## config.mk

```make
export PLATFORM = sky130hd
export DESIGN_NAME = rf_pulse_decoder
export DESIGN_NICKNAME = d
export VERILOG_FILES = /design/src/rtl/rf_seq_pkg.sv /design/src/rtl/rf_sync2.sv /design/src/rtl/rf_pulse_decoder.sv
export SDC_FILE = /design/constraint.sdc
export NUM_CORES = 1
export LEC_CHECK = 0
export ABC_AREA = 1
export CORE_MARGIN = 10
export CORE_UTILIZATION = 35
export DETAILED_ROUTE_END_ITERATION = 8
export SKIP_CTS_REPAIR_TIMING = 1
export SLEW_MARGIN = 40
export SYNTH_ARGS = -nofsm -noshare
export SYNTH_HDL_FRONTEND = slang
export SYNTH_SLANG_ARGS = --single-unit
```

## constraint.sdc

```tcl
create_clock -name clk -period 5.55 [get_ports clk]
set_input_delay 1.11 -clock clk [delete_from_list [all_inputs] [get_ports clk]]
set_output_delay 1.11 -clock clk [all_outputs]
set_load 0.05 [all_outputs]
```

## src/rtl/rf_seq_pkg.sv

```systemverilog
// Shared definitions for the RF pulse sequencer and its receive-side decoder:
// decoder FSM states, report error codes and the nominal sequencer timing.
package rf_seq_pkg;

  typedef enum logic [2:0] {
    ST_ARM   = 3'd0,
    ST_IDLE  = 3'd1,
    ST_HIGH  = 3'd2,
    ST_LOW   = 3'd3,
    ST_CHECK = 3'd4
  } rf_state_e;

  localparam logic [1:0] SEQ_ERR_NONE     = 2'd0;
  localparam logic [1:0] SEQ_ERR_TIMEOUT  = 2'd1;
  localparam logic [1:0] SEQ_ERR_OVERFLOW = 2'd2;
  localparam logic [1:0] SEQ_ERR_MISMATCH = 2'd3;

  // Nominal sequencer timing in clock cycles.
  localparam int unsigned SEQ_IDLE_CYCLES = 32'd1000;
  localparam int unsigned SEQ_PI2_CYCLES  = 32'd333;
  localparam int unsigned SEQ_PI_CYCLES   = 32'd666;

endpackage

```

## src/rtl/rf_sync2.sv

```systemverilog
// Two-flop synchronizer for the asynchronous RF gate line. Flops reset to 1
// so that the line reads as "busy" until it is genuinely seen low.
module rf_sync2 (
  input  logic clk,
  input  logic rst,
  input  logic d_i,
  output logic q_o
);

  logic meta_q;
  logic sync_q;

  // Two-stage resynchronisation of d_i into the clk domain.
  always_ff @(posedge clk) begin
    if (rst) begin
      meta_q <= 1'b1;
      sync_q <= 1'b1;
    end else begin
      meta_q <= d_i;
      sync_q <= meta_q;
    end
  end

  assign q_o = sync_q;

endmodule

```

## src/rtl/rf_pulse_decoder.sv

```systemverilog
// Measures a three-pulse pi/2 - pi - pi/2 train on the rf line and issues a
// one-cycle report with widths, gaps and a pass/fail verdict.
// Optional macro RF_DECODE_SYNC_EN inserts a 2-flop synchronizer ahead of
// the sampling register (for an rf line not generated on clk).
module rf_pulse_decoder
  import rf_seq_pkg::*;
#(
  parameter int CNT_W        = 17,
  parameter int TOL          = 2,
  parameter int IDLE_TIMEOUT = 1500
) (
  input  logic             clk,
  input  logic             rst,
  input  logic             rf,
  output logic             seq_valid,
  output logic             seq_ok,
  output logic [1:0]       seq_err,
  output logic [CNT_W-1:0] w0,
  output logic [CNT_W-1:0] w1,
  output logic [CNT_W-1:0] w2,
  output logic [CNT_W-1:0] g0,
  output logic [CNT_W-1:0] g1
);

  localparam int DW = CNT_W + 2;
  localparam logic [CNT_W-1:0] CNT_MAX   = {CNT_W{1'b1}};
  localparam logic [CNT_W-1:0] CNT_ONE   = CNT_W'(1);
  localparam logic [CNT_W-1:0] TIMEOUT_C = CNT_W'(IDLE_TIMEOUT);
  localparam logic [DW-1:0]    TOL_C     = DW'(TOL);

  // Absolute difference without wrap; operands are pre-extended to DW bits.
  function automatic logic [DW-1:0] abs_diff(input logic [DW-1:0] a,
                                             input logic [DW-1:0] b);
    if (a >= b) begin
      return a - b;
    end else begin
      return b - a;
    end
  endfunction

  logic rf_in_s;

`ifdef RF_DECODE_SYNC_EN
  rf_sync2 u_sync (
    .clk (clk),
    .rst (rst),
    .d_i (rf),
    .q_o (rf_in_s)
  );
`else
  assign rf_in_s = rf;
`endif

  logic rf_s_q;

  // Single sampling register; every FSM decision is taken on rf_s_q.
  always_ff @(posedge clk) begin
    if (rst) begin
      rf_s_q <= 1'b1;
    end else begin
      rf_s_q <= rf_in_s;
    end
  end

  rf_state_e        state_q, state_d;
  logic [CNT_W-1:0] cnt_q, cnt_d;
  logic [1:0]       idx_q, idx_d;
  logic             ovf_q, ovf_d;
  logic             tmo_q, tmo_d;
  logic [CNT_W-1:0] mw0_q, mw0_d, mw1_q, mw1_d, mw2_q, mw2_d;
  logic [CNT_W-1:0] mg0_q, mg0_d, mg1_q, mg1_d;

  logic             valid_q, valid_d;
  logic             ok_q, ok_d;
  logic [1:0]       err_q, err_d;
  logic [CNT_W-1:0] rw0_q, rw0_d, rw1_q, rw1_d, rw2_q, rw2_d;
  logic [CNT_W-1:0] rg0_q, rg0_d, rg1_q, rg1_d;

  logic [CNT_W-1:0] cnt_inc_s;
  logic             pass_s;

  // Saturating increment of the shared width/gap counter.
  always_comb begin
    if (cnt_q == CNT_MAX) begin
      cnt_inc_s = CNT_MAX;
    end else begin
      cnt_inc_s = cnt_q + CNT_ONE;
    end
  end

  // Area-ratio and gap-symmetry checks on the measured train.
  always_comb begin
    logic [DW-1:0] w0x, w1x, w2x, g0x, g1x;
    w0x    = DW'(mw0_q);
    w1x    = DW'(mw1_q);
    w2x    = DW'(mw2_q);
    g0x    = DW'(mg0_q);
    g1x    = DW'(mg1_q);
    pass_s = (abs_diff(w2x, w0x) <= TOL_C) &&
             (abs_diff(w1x, w0x << 1) <= TOL_C) &&
             (abs_diff(g1x, g0x) <= TOL_C);
  end

  // Measurement FSM and report generation.
  always_comb begin
    state_d = state_q;
    cnt_d   = cnt_q;
    idx_d   = idx_q;
    ovf_d   = ovf_q;
    tmo_d   = tmo_q;
    mw0_d   = mw0_q;
    mw1_d   = mw1_q;
    mw2_d   = mw2_q;
    mg0_d   = mg0_q;
    mg1_d   = mg1_q;
    valid_d = 1'b0;
    ok_d    = ok_q;
    err_d   = err_q;
    rw0_d   = rw0_q;
    rw1_d   = rw1_q;
    rw2_d   = rw2_q;
    rg0_d   = rg0_q;
    rg1_d   = rg1_q;

    case (state_q)
      ST_ARM: begin
        // A pulse already high at reset release is not a complete pulse.
        if (!rf_s_q) begin
          state_d = ST_IDLE;
        end else begin
          state_d = ST_ARM;
        end
      end

      ST_IDLE: begin
        if (rf_s_q) begin
          mw0_d   = '0;
          mw1_d   = '0;
          mw2_d   = '0;
          mg0_d   = '0;
          mg1_d   = '0;
          idx_d   = 2'd0;
          cnt_d   = CNT_ONE;
          ovf_d   = 1'b0;
          tmo_d   = 1'b0;
          state_d = ST_HIGH;
        end else begin
          state_d = ST_IDLE;
        end
      end

      ST_HIGH: begin
        if (rf_s_q) begin
          cnt_d = cnt_inc_s;
          ovf_d = ovf_q | (cnt_inc_s == CNT_MAX);
        end else begin
          case (idx_q)
            2'd0:    mw0_d = cnt_q;
            2'd1:    mw1_d = cnt_q;
            default: mw2_d = cnt_q;
          endcase
          cnt_d = CNT_ONE;
          if (idx_q == 2'd2) begin
            state_d = ST_CHECK;
          end else begin
            idx_d   = idx_q + 2'd1;
            state_d = ST_LOW;
          end
        end
      end

      ST_LOW: begin
        // Timeout wins over a rising edge seen on the same cycle.
        if (cnt_q == TIMEOUT_C) begin
          tmo_d   = 1'b1;
          state_d = ST_CHECK;
        end else if (!rf_s_q) begin
          cnt_d = cnt_inc_s;
          ovf_d = ovf_q | (cnt_inc_s == CNT_MAX);
        end else begin
          // idx is 1 after pulse 1 and 2 after pulse 2; bit 1 selects the gap.
          if (idx_q[1]) begin
            mg1_d = cnt_q;
          end else begin
            mg0_d = cnt_q;
          end
          cnt_d   = CNT_ONE;
          state_d = ST_HIGH;
        end
      end

      ST_CHECK: begin
        valid_d = 1'b1;
        rw0_d   = mw0_q;
        rw1_d   = mw1_q;
        rw2_d   = mw2_q;
        rg0_d   = mg0_q;
        rg1_d   = mg1_q;
        if (tmo_q) begin
          ok_d  = 1'b0;
          err_d = SEQ_ERR_TIMEOUT;
        end else if (ovf_q) begin
          ok_d  = 1'b0;
          err_d = SEQ_ERR_OVERFLOW;
        end else if (!pass_s) begin
          ok_d  = 1'b0;
          err_d = SEQ_ERR_MISMATCH;
        end else begin
          ok_d  = 1'b1;
          err_d = SEQ_ERR_NONE;
        end
        state_d = ST_IDLE;
      end

      default: begin
        state_d = ST_ARM;
      end
    endcase
  end

  // State, measurement and report registers.
  always_ff @(posedge clk) begin
    if (rst) begin
      state_q <= ST_ARM;
      cnt_q   <= '0;
      idx_q   <= 2'd0;
      ovf_q   <= 1'b0;
      tmo_q   <= 1'b0;
      mw0_q   <= '0;
      mw1_q   <= '0;
      mw2_q   <= '0;
      mg0_q   <= '0;
      mg1_q   <= '0;
      valid_q <= 1'b0;
      ok_q    <= 1'b0;
      err_q   <= SEQ_ERR_NONE;
      rw0_q   <= '0;
      rw1_q   <= '0;
      rw2_q   <= '0;
      rg0_q   <= '0;
      rg1_q   <= '0;
    end else begin
      state_q <= state_d;
      cnt_q   <= cnt_d;
      idx_q   <= idx_d;
      ovf_q   <= ovf_d;
      tmo_q   <= tmo_d;
      mw0_q   <= mw0_d;
      mw1_q   <= mw1_d;
      mw2_q   <= mw2_d;
      mg0_q   <= mg0_d;
      mg1_q   <= mg1_d;
      valid_q <= valid_d;
      ok_q    <= ok_d;
      err_q   <= err_d;
      rw0_q   <= rw0_d;
      rw1_q   <= rw1_d;
      rw2_q   <= rw2_d;
      rg0_q   <= rg0_d;
      rg1_q   <= rg1_d;
    end
  end

  assign seq_valid = valid_q;
  assign seq_ok    = ok_q;
  assign seq_err   = err_q;
  assign w0        = rw0_q;
  assign w1        = rw1_q;
  assign w2        = rw2_q;
  assign g0        = rg0_q;
  assign g1        = rg1_q;

endmodule

```

* Word-level counts from Yosys, hierarchy flattened
Index checks and enable logic that the tools add are counted.
Word-level totals: output and inout port bits 89, logic and storage cells 127, flip-flop bits (word level) 199, input bits 3
Cells by class: $lt $le $gt $ge 6, bitwise operators 1, equal/unequal tests 23, add/sub/neg operators 8, multiplexer cells 52, reductions and logical operators 18
Operator list (number):
- $mux 17 | 18
- $pmux 17 s2 | 5
- $sub 17x17->18 | 4
- $le 19x2->1 const B | 3
- $mux 19 | 3
- $pmux 17 s3 | 1
- $eq 17x17->1 const B | 2
- $ge 17x17->1 | 2
- $ne 2x2->1 const B | 11
- $sub 17x18->19 | 1
- $sub 18x17->19 | 1
- $ge 17x18->1 | 1
- $add 17x1->17 const B | 1
- $eq 17x11->1 const B | 1
- $reduce_and 4->1 | 4
- $pmux 3 s5 | 1
- $reduce_and 5->1 | 3
- $mux 2 | 7
- $mux 3 | 4
- $mux 1 | 10
- $eq 3x2->1 const B | 2
- $reduce_and 3->1 | 2
- $ne 2x1->1 const B | 2
- $pmux 2 s2 | 1
- 16 further kinds | 18

* Longest topological paths before layout
Gate-level depths: netlist of the first run.
word-level depth 8, gate-level depth with buffers 23, gate-level depth less buffers 22

* Least setup slack after synthesis of the first run
OpenSTA, ideal clock, no wires.
kind register -> register, from reg mw0_q[8], to reg err_q[1] (netlist: seq_err[1]), buffers on the path 1, clock period less this slack 2.464 ns, slack 3.086 ns, library setup time 0.132 ns, data arrival time 2.332 ns, data required time 5.418 ns, cell stages (with the launch flop) 20, path through dfxtp_1 -> inv_1 -> ha_1 -> nand2_2 -> inv_1 -> a21oi_1 -> nand3_2 -> nand2_2 -> nand2_4 -> buf_6 -> nand2_1 -> nand2_1 -> nor2_1 -> nand3_1 -> nor2_1 -> nand3_1 -> nor2_2 -> nand3_1 -> nand2_1 -> a21oi_1
Between the ends: cells in the longest elaborated chain, start to end 8, elaborated cells between the ends (all ways) 15, those cells by class add/sub (4); order compare (4); mux (5); reduce/logical (2)
RTL lines:
- start: declaration | line rf_pulse_decoder.sv:70 | logic [CNT_W-1:0] mw0_q, mw0_d, mw1_q, mw1_d, mw2_q, mw2_d;
- start signal: assignment | line rf_pulse_decoder.sv:248 | mw0_q <= mw0_d;
- $sub 18x17->19 (tied with other cells) | line rf_pulse_decoder.sv:37 | return b - a;
- $mux 19 | line rf_pulse_decoder.sv:34 | if (a >= b) begin
- $le 19x2->1 (on tied branches) | line rf_pulse_decoder.sv:100, rf_pulse_decoder.sv:99
- $logic_and 1x1->1 (*) | line rf_pulse_decoder.sv:99 | pass_s = (abs_diff(w2x, w0x) <= TOL_C) &&
- $logic_and 1x1->1 (*) | line rf_pulse_decoder.sv:100 | (abs_diff(w1x, w0x << 1) <= TOL_C) &&
- $mux 2 (*) | line rf_pulse_decoder.sv:205 | end else if (!pass_s) begin
- $mux 2 (*) | line rf_pulse_decoder.sv:202 | end else if (ovf_q) begin
- $mux 2 (*) | line rf_pulse_decoder.sv:199 | if (tmo_q) begin
- end signal: assignment | line rf_pulse_decoder.sv:255 | err_q <= err_d;
- end: declaration | line rf_pulse_decoder.sv:75 | logic [1:0] err_q, err_d;
Mark *: on every way between the ends. The rest lies on a longest branch, timed or not. A chain may end at the register's enable or synchronous reset.

* Worst setup path in the final report of the first run
from reg mw0_q[16], to reg err_q[1] (netlist: seq_err[1])
The elaborated chain is that of the path after synthesis.

==> results by group, run 1 <==
Status
  – Status: finished clean

Placement
  – IO buf count: 91
  – DP Worst Slack: 1.79 ns
  – Placed instance area: 15400 um2
  – Final HPWL DP: 42300 um
  – Dpl cells: 2795
  – Placer Congestion: 0.957

Timing
  – Slew margin rel.: 47.1%
  – Worst setup margin: 1.77 ns
  – Fin. Hold Viols: 0
  – Worst-margin pin slew: 0.790 ns
  – Final Critical Period: 3.78 ns
  – RSZ-0062 raised after global routing: no
  – Final setup viols: 0
  – Max Fclk: roughly 260 MHz
  – Final slew viol count: 0
  – Setup_tns: 0 ns
  – Min Hold Slack: roughly 0.47 ns
  – Worst Skew: approximately 0.013 ns
  – Period utilization: 68.1%

Floorplanning
  – Placement Rows: 73
  – Die height: between 200 and 250 um
  – Initial Utilization: between 30% and 40%
  – Die extent in x: 221 um
  – IO Pins: 92
  – Die Footprint: 48800 um2
  – Core area: 39800 um2

Detailed routing
  – Vias: 14300
  – Vias/cell: 5.05
  – Residual DRC: 0
  – Final WL: 52100 um
  – Antenna-violating nets left: 0
  – 1st-iter DRT viols: between 1000 and 1500
  – Routed length per instance: 18.4 um
  – Pre-antenna DRT Iters: 5

Cells and area
  – Non-Filler Instances: approximately 2800
  – Final core utilization: 40.3%
  – Final Instance Area: 16100 um2
  – Layout cell share with drive strength beyond 1: 3.91%
  – Area grow syn2layout: 13.7%
  – Fin nets: between 2000 and 2500
  – Diode count: 0

Logic synthesis
  – Synth top area cells: dfxtp_1 28%, nand2_1 16%, ha_1 9.4%, a21oi_1 9.2%, inv_1 8.1%
  – Post-synth top cells: 620 x nand2_1, 305 x inv_1, 259 x a21oi_1
  – Mapped Cells: approximately 2300
  – Yosys top cell area share: 28.2%
  – Avg Inst Size Synth: 6.27 um2
  – Prevailing post-synth register cell: dfxtp_1
  – Asr flop ratio synth: 0%
  – Netlist area before placement: around 14000 um2
  – Synth warn: 0
  – Yosys top cell by area: dfxtp_1
  – Seq/Total Area, Yosys: 28.2%
  – Most frequent cell after synthesis: nand2_1
  – Mapped Nets: 2369
  – Post-synth EDFFs: 0
  – Number of distinct library cells after synthesis: 45
  – Yosys reg bits: 199

Hold path
  – Worst hold path type: flop to flop

Global route
  – Vias in the first global route: ~13000
  – Global-route usage over all layers: 20.6%
  – Largest net degree at the start of global routing: 76
  – Total gr overflow: 0
  – Initial antenna violation count: 0
  – Global-route wire length before repair: between 70000 and 80000 um

Worst setup path
  – Crit path DAT: 4.13 ns
  – CP max stage delay: 0.59 ns
  – Worst Path Required: 5.90 ns
  – Critical Path Sink Type: flop
  – Worst Setup Start Kind: flop
  – Peak fanout along the critical path: 20
  – CP cell instances: inv_2, ha_1, inv_1, nor2_1, nor2_1, nand2_1, nor2_1, nand2_2, inv_2, nand2_1, nand2_1, nand3_1, nor2_1, nand3_1, nor2_2, nand3_1, nand2_1, a21oi_1
  – Worst path slowest cell: dfxtp_1
  – Top Family by Delay on Critical Path: simple AND/OR/NAND/NOR gates
  – Crit path kind: flop to flop
  – Crit path buf inv count: 3
  – R2R Setup Slk: about 1.8 ns

Power
  – Total power: 7.41 mW
  – Worst vdd ir: roughly 0.27 mV
  – Pwr Density: roughly 460 nW/um2
  – P_leak: 7.62 nW

Clock tree
  – Root Driver: clkbuf_16
  – CTS sink count: between 150 and 200
  – Num CTS Buffers: 17
  – CTS H-tree lvls: 4
  – Skew-Pair Late Insertion Delay: 0.48 ns
  – Clk pin slew, worst setup/hold paths: 0.08 ns
  – CTS tree: yes
  – CTS max path bufs: 2

Flow run
  – Max-Cap Viols: 0
[cell usage in the layout (no fill, tap or decap), types with 3 or more instances in the layout]
master	n
a211oi_1	10
a21o_1	3
a21oi_1	259
buf_4	6
bufinv_16	3
clkbuf_16	17
clkdlybuf4s50_1	91
dfxtp_1	199
fa_1	6
ha_1	106
inv_1	303
inv_2	6
inv_6	4
nand2_1	620
nand2_2	11
nand2_4	3
nand3_1	120
nand3_2	5
nand3b_1	4
nand4_1	35
nor2_1	176
nor2_2	10
nor2_4	3
nor3_1	14
o21ai_0	203
o21bai_1	4
or2_2	3
xnor2_1	7
xor2_1	36
[final cells by class]
cell class / count / area [um2]
clock buffers: 17 / 425
clock inverters: 15 / 209
fillers: 4353 / 23800
inverters: 313 / 1180
multi-input cells: 1659 / 8620
flip-flops and latches: 199 / 3980
well taps: 525 / 657
repair buffers: 99 / 996
[cells by family (layout without fill, tap and decap cells)]
group / after synthesis / after routing / share of synthesized area, %
simple gates: 1012 / 1012 / 29.9
compound gates: 492 / 492 / 18.0
buf+inv: 396 / 444 / 11.0
flops: 199 / 199 / 28.2
fa+ha+maj: 112 / 112 / 10.2
xor+xnor: 43 / 43 / 2.67
[flip-flops by register name (all words and copies together) (netlist names), 2 cells and up]
register  flops
seq_err       2
g0           17
mw2_q        17
cnt_q        17
w2           17
w1           17
state_q       3
idx_q         2
mg1_q        17
mw0_q        17
w0           17
g1           17
mg0_q        17
mw1_q        17
[power by group]
part	switching, mW	leakage [nW]	internal, mW	total (mW)
clock	0.646	0.304	0.728	1.37
sequential	0.0770	1.61	1.52	1.59
combinational	3.10	5.70	1.34	4.44
total	3.83	7.62	3.58	7.41
[final timing paths]
| kind | depth (start not counted) | from | end |
|---|---|---|---|
| setup / recovery | 18 | mw0_q[16] | seq_err[1] |
| hold / removal | 2 | tmo_q | tmo_q |
| setup reg to reg | 18 | mw0_q[16] | seq_err[1] |
| hold reg to reg | 2 | tmo_q | tmo_q |
[worst reg2reg max path, delay by kind of cell, from the launching register on]
family | cells | cell delay (ns)
and+or+nand+nor | 13 | 1.90
DFF | 1 | 0.59
buffers and inverters | 3 | 0.62
AOI/OAI and AO/OA | 1 | 0.06
adders and majority gates | 1 | 0.50
[per-layer routing]
layer  global-route usage, %  vias up  wire (um)
met5                       0        -          0
met3                    2.52       69       2080
met2                    34.0      333      24300
met4                    7.53        0       1530
li1                        -     7299          -
met1                    27.0     6584      24200
Note: power is estimated with default switching activity, not from simulation.
==> run 2: changes to the inputs <==
==> constraint.sdc (replaced) <==
create_clock -name clk -period 3.7 [get_ports clk]
set_input_delay 0.74 -clock clk [delete_from_list [all_inputs] [get_ports clk]]
set_output_delay 0.74 -clock clk [all_outputs]
set_load 0.05 [all_outputs]
==> run 2 against run 1 <==
Compared with the run above:
- die area is the same
- global-route usage up 0.97 points
- final cell count up 0.46%
- clock skew rose by 0.0032 ns
- clock-buffer cell count is 1 higher
==> results by group, run 2 (same netlist as run 1, synthesis figures left out) <==
Status
  – Status: finished clean

Timing
  – Worst Skew: 0.0166 ns
  – Worst-margin pin slew: between 0.7 and 0.8 ns
  – Worst setup margin: 0.196 ns
  – Final slew viol count: 0
  – Max Fclk: around 290 MHz
  – Slew margin rel.: between 40% and 50%
  – Final setup viols: 0
  – Period utilization: 94.7%
  – Final Critical Period: 3.50 ns
  – Fin. Hold Viols: 0
  – Setup_tns: 0 ns

Cells and area
  – FF+latch area: 3980 um2
  – Layout fillers: 4396
  – Layout cell share with drive strength beyond 1: 4.58%
  – Area grow syn2layout: 14.0%
  – Multi-input gate area: 8610 um2
  – Diode count: 0
  – Commonest non-fill, non-tap cell in the layout: nand2_1
  – Commonest non-fill, non-tap cells in the layout: 620 x nand2_1, 302 x inv_1, 258 x a21oi_1
  – Non-Filler Instances: around 2800
  – Fin nets: between 2000 and 2500

Detailed routing
  – Max layer used: met4
  – Met1 WL: roughly 25000 um
  – Antenna-violating nets left: 0
  – Final WL: 53900 um
  – Pre-antenna DRT Iters: 5
  – Residual DRC: 0
  – Vias: 14500
  – Met3 wire length: 1990 um
  – Metal2 WL: 26100 um
  – Vias/cell: roughly 5
  – Routed length per instance: 19.0 um
  – 1st-iter DRT viols: roughly 1100

Worst setup path
  – Peak fanout along the critical path: 16
  – Worst Setup Start Kind: flop
  – Crit path kind: flop to flop
  – Worst Path Required: 4.07 ns
  – Crit path DAT: 3.88 ns
  – Critical Path Sink Type: flop
  – Worst reg2reg path depth: 19

Clock tree
  – Clk pin slew, worst setup/hold paths: 0.08 ns
  – Skew-Pair Late Insertion Delay: approximately 0.50 ns
  – CTS sink count: 199
  – Root Driver: clkbuf_16
  – CTS tree: yes
  – Num CTS Buffers: 17
  – CTS max path bufs: 2
  – CTS H-tree lvls: 4

Floorplanning
  – Die extent in x: ~220 um
  – Die Footprint: approximately 49000 um2
  – Initial Utilization: a little over a third
  – Core area: 39800 um2
  – IO Pins: 92
  – Die height: 221 um
  – Placement Rows: 73

Power
  – Pwr Density: just under 700 nW/um2
  – Net switching power: 5.82 mW
  – Combinational Power Share: 60.9%
  – P_leak: 7.66 nW
  – Switching share of power: 52.3%
  – Sequential group share of total power: 21.5%
  – Total power: 11.1 mW
  – Clock power frac: 17.6%
  – Worst vdd ir: roughly 0.38 mV
  – Internal: roughly 5.3 mW

Global route
  – Largest net degree at the start of global routing: 98
  – Initial antenna violation count: 0
  – Global-route usage over all layers: 21.6%
  – Global-route wire length before repair: 82700 um
  – Total gr overflow: 0
  – Vias in the first global route: 13900

Placement
  – Placer Congestion: approximately 0.95
  – Dpl cells: 2805
  – IO buf count: 91
  – Final HPWL DP: 44000 um
  – DP Worst Slack: 0.244 ns

Hold path
  – Worst Hold Depth: 2
  – Worst hold path type: flop to flop

Flow run
  – Max-Cap Viols: 0
[run 2: area by class of cell]
cell class	instances	share of cell area (%)
multi-input cells	1659	53.4
flip-flops and latches	199	24.7
inverters	313	7.36
repair buffers	112	6.71
well taps	525	4.08
clock buffers	18	2.73
clock inverters	14	0.986
[run 2: worst paths after layout]
| check | from | end | slack, ns |
|---|---|---|---|
| min reg2reg | tmo_q | tmo_q | 0.46 |
| max | mw0_q[1] | seq_err[1] | 0.20 |
| max reg2reg | mw0_q[1] | seq_err[1] | 0.20 |
| min | tmo_q | tmo_q | 0.46 |
[run 2: power by group through the flow]
stage	registers, mW	logic [mW]	clock network (mW)
detailed placement	2.44	6.66	0
global placement	2.44	6.72	0
CTS	2.40	6.70	1.99
global route	2.41	7.57	2.07
finish	2.40	6.78	1.95
floorplan	2.44	4.85	0
[run 2: metrics by stage]
| step | cell area, um2 | hold WS [ns] | utilization, % |
|---|---|---|---|
| floorplan | 14100 | 0.427 | - |
| global placement | 15500 | 0.442 | 38.9 |
| detailed placement | 15500 | 0.446 | 38.9 |
| CTS | 16100 | 0.460 | 40.4 |
| global route | 16100 | 0.496 | 40.5 |
| finish | 16100 | 0.462 | 40.5 |
[run 2: worst max-delay path: stages (launching register included)]
cell	delay, ns
dfxtp_1	0.54
clkinvlp_4	0.19
buf_4	0.19
fa_1	0.55
nand3_1	0.19
nand3_2	0.15
nand2_2	0.21
nand2_4	0.17
inv_2	0.19
nand2_1	0.08
nand2_1	0.09
nand2_1	0.08
nor2_1	0.10
nand2_1	0.06
nor2_1	0.10
nand2_1	0.08
nor2_2	0.18
nand3_1	0.09
nand2_1	0.07
a21oi_1	0.06
[run 2: per-layer routing]
layer | vias up | global-route usage (%)
li1 | 7330 | -
met1 | 6800 | 27.3
met2 | 330 | 37.0
met3 | 53 | 2.90
met4 | 0 | 6.83
met5 | - | 0
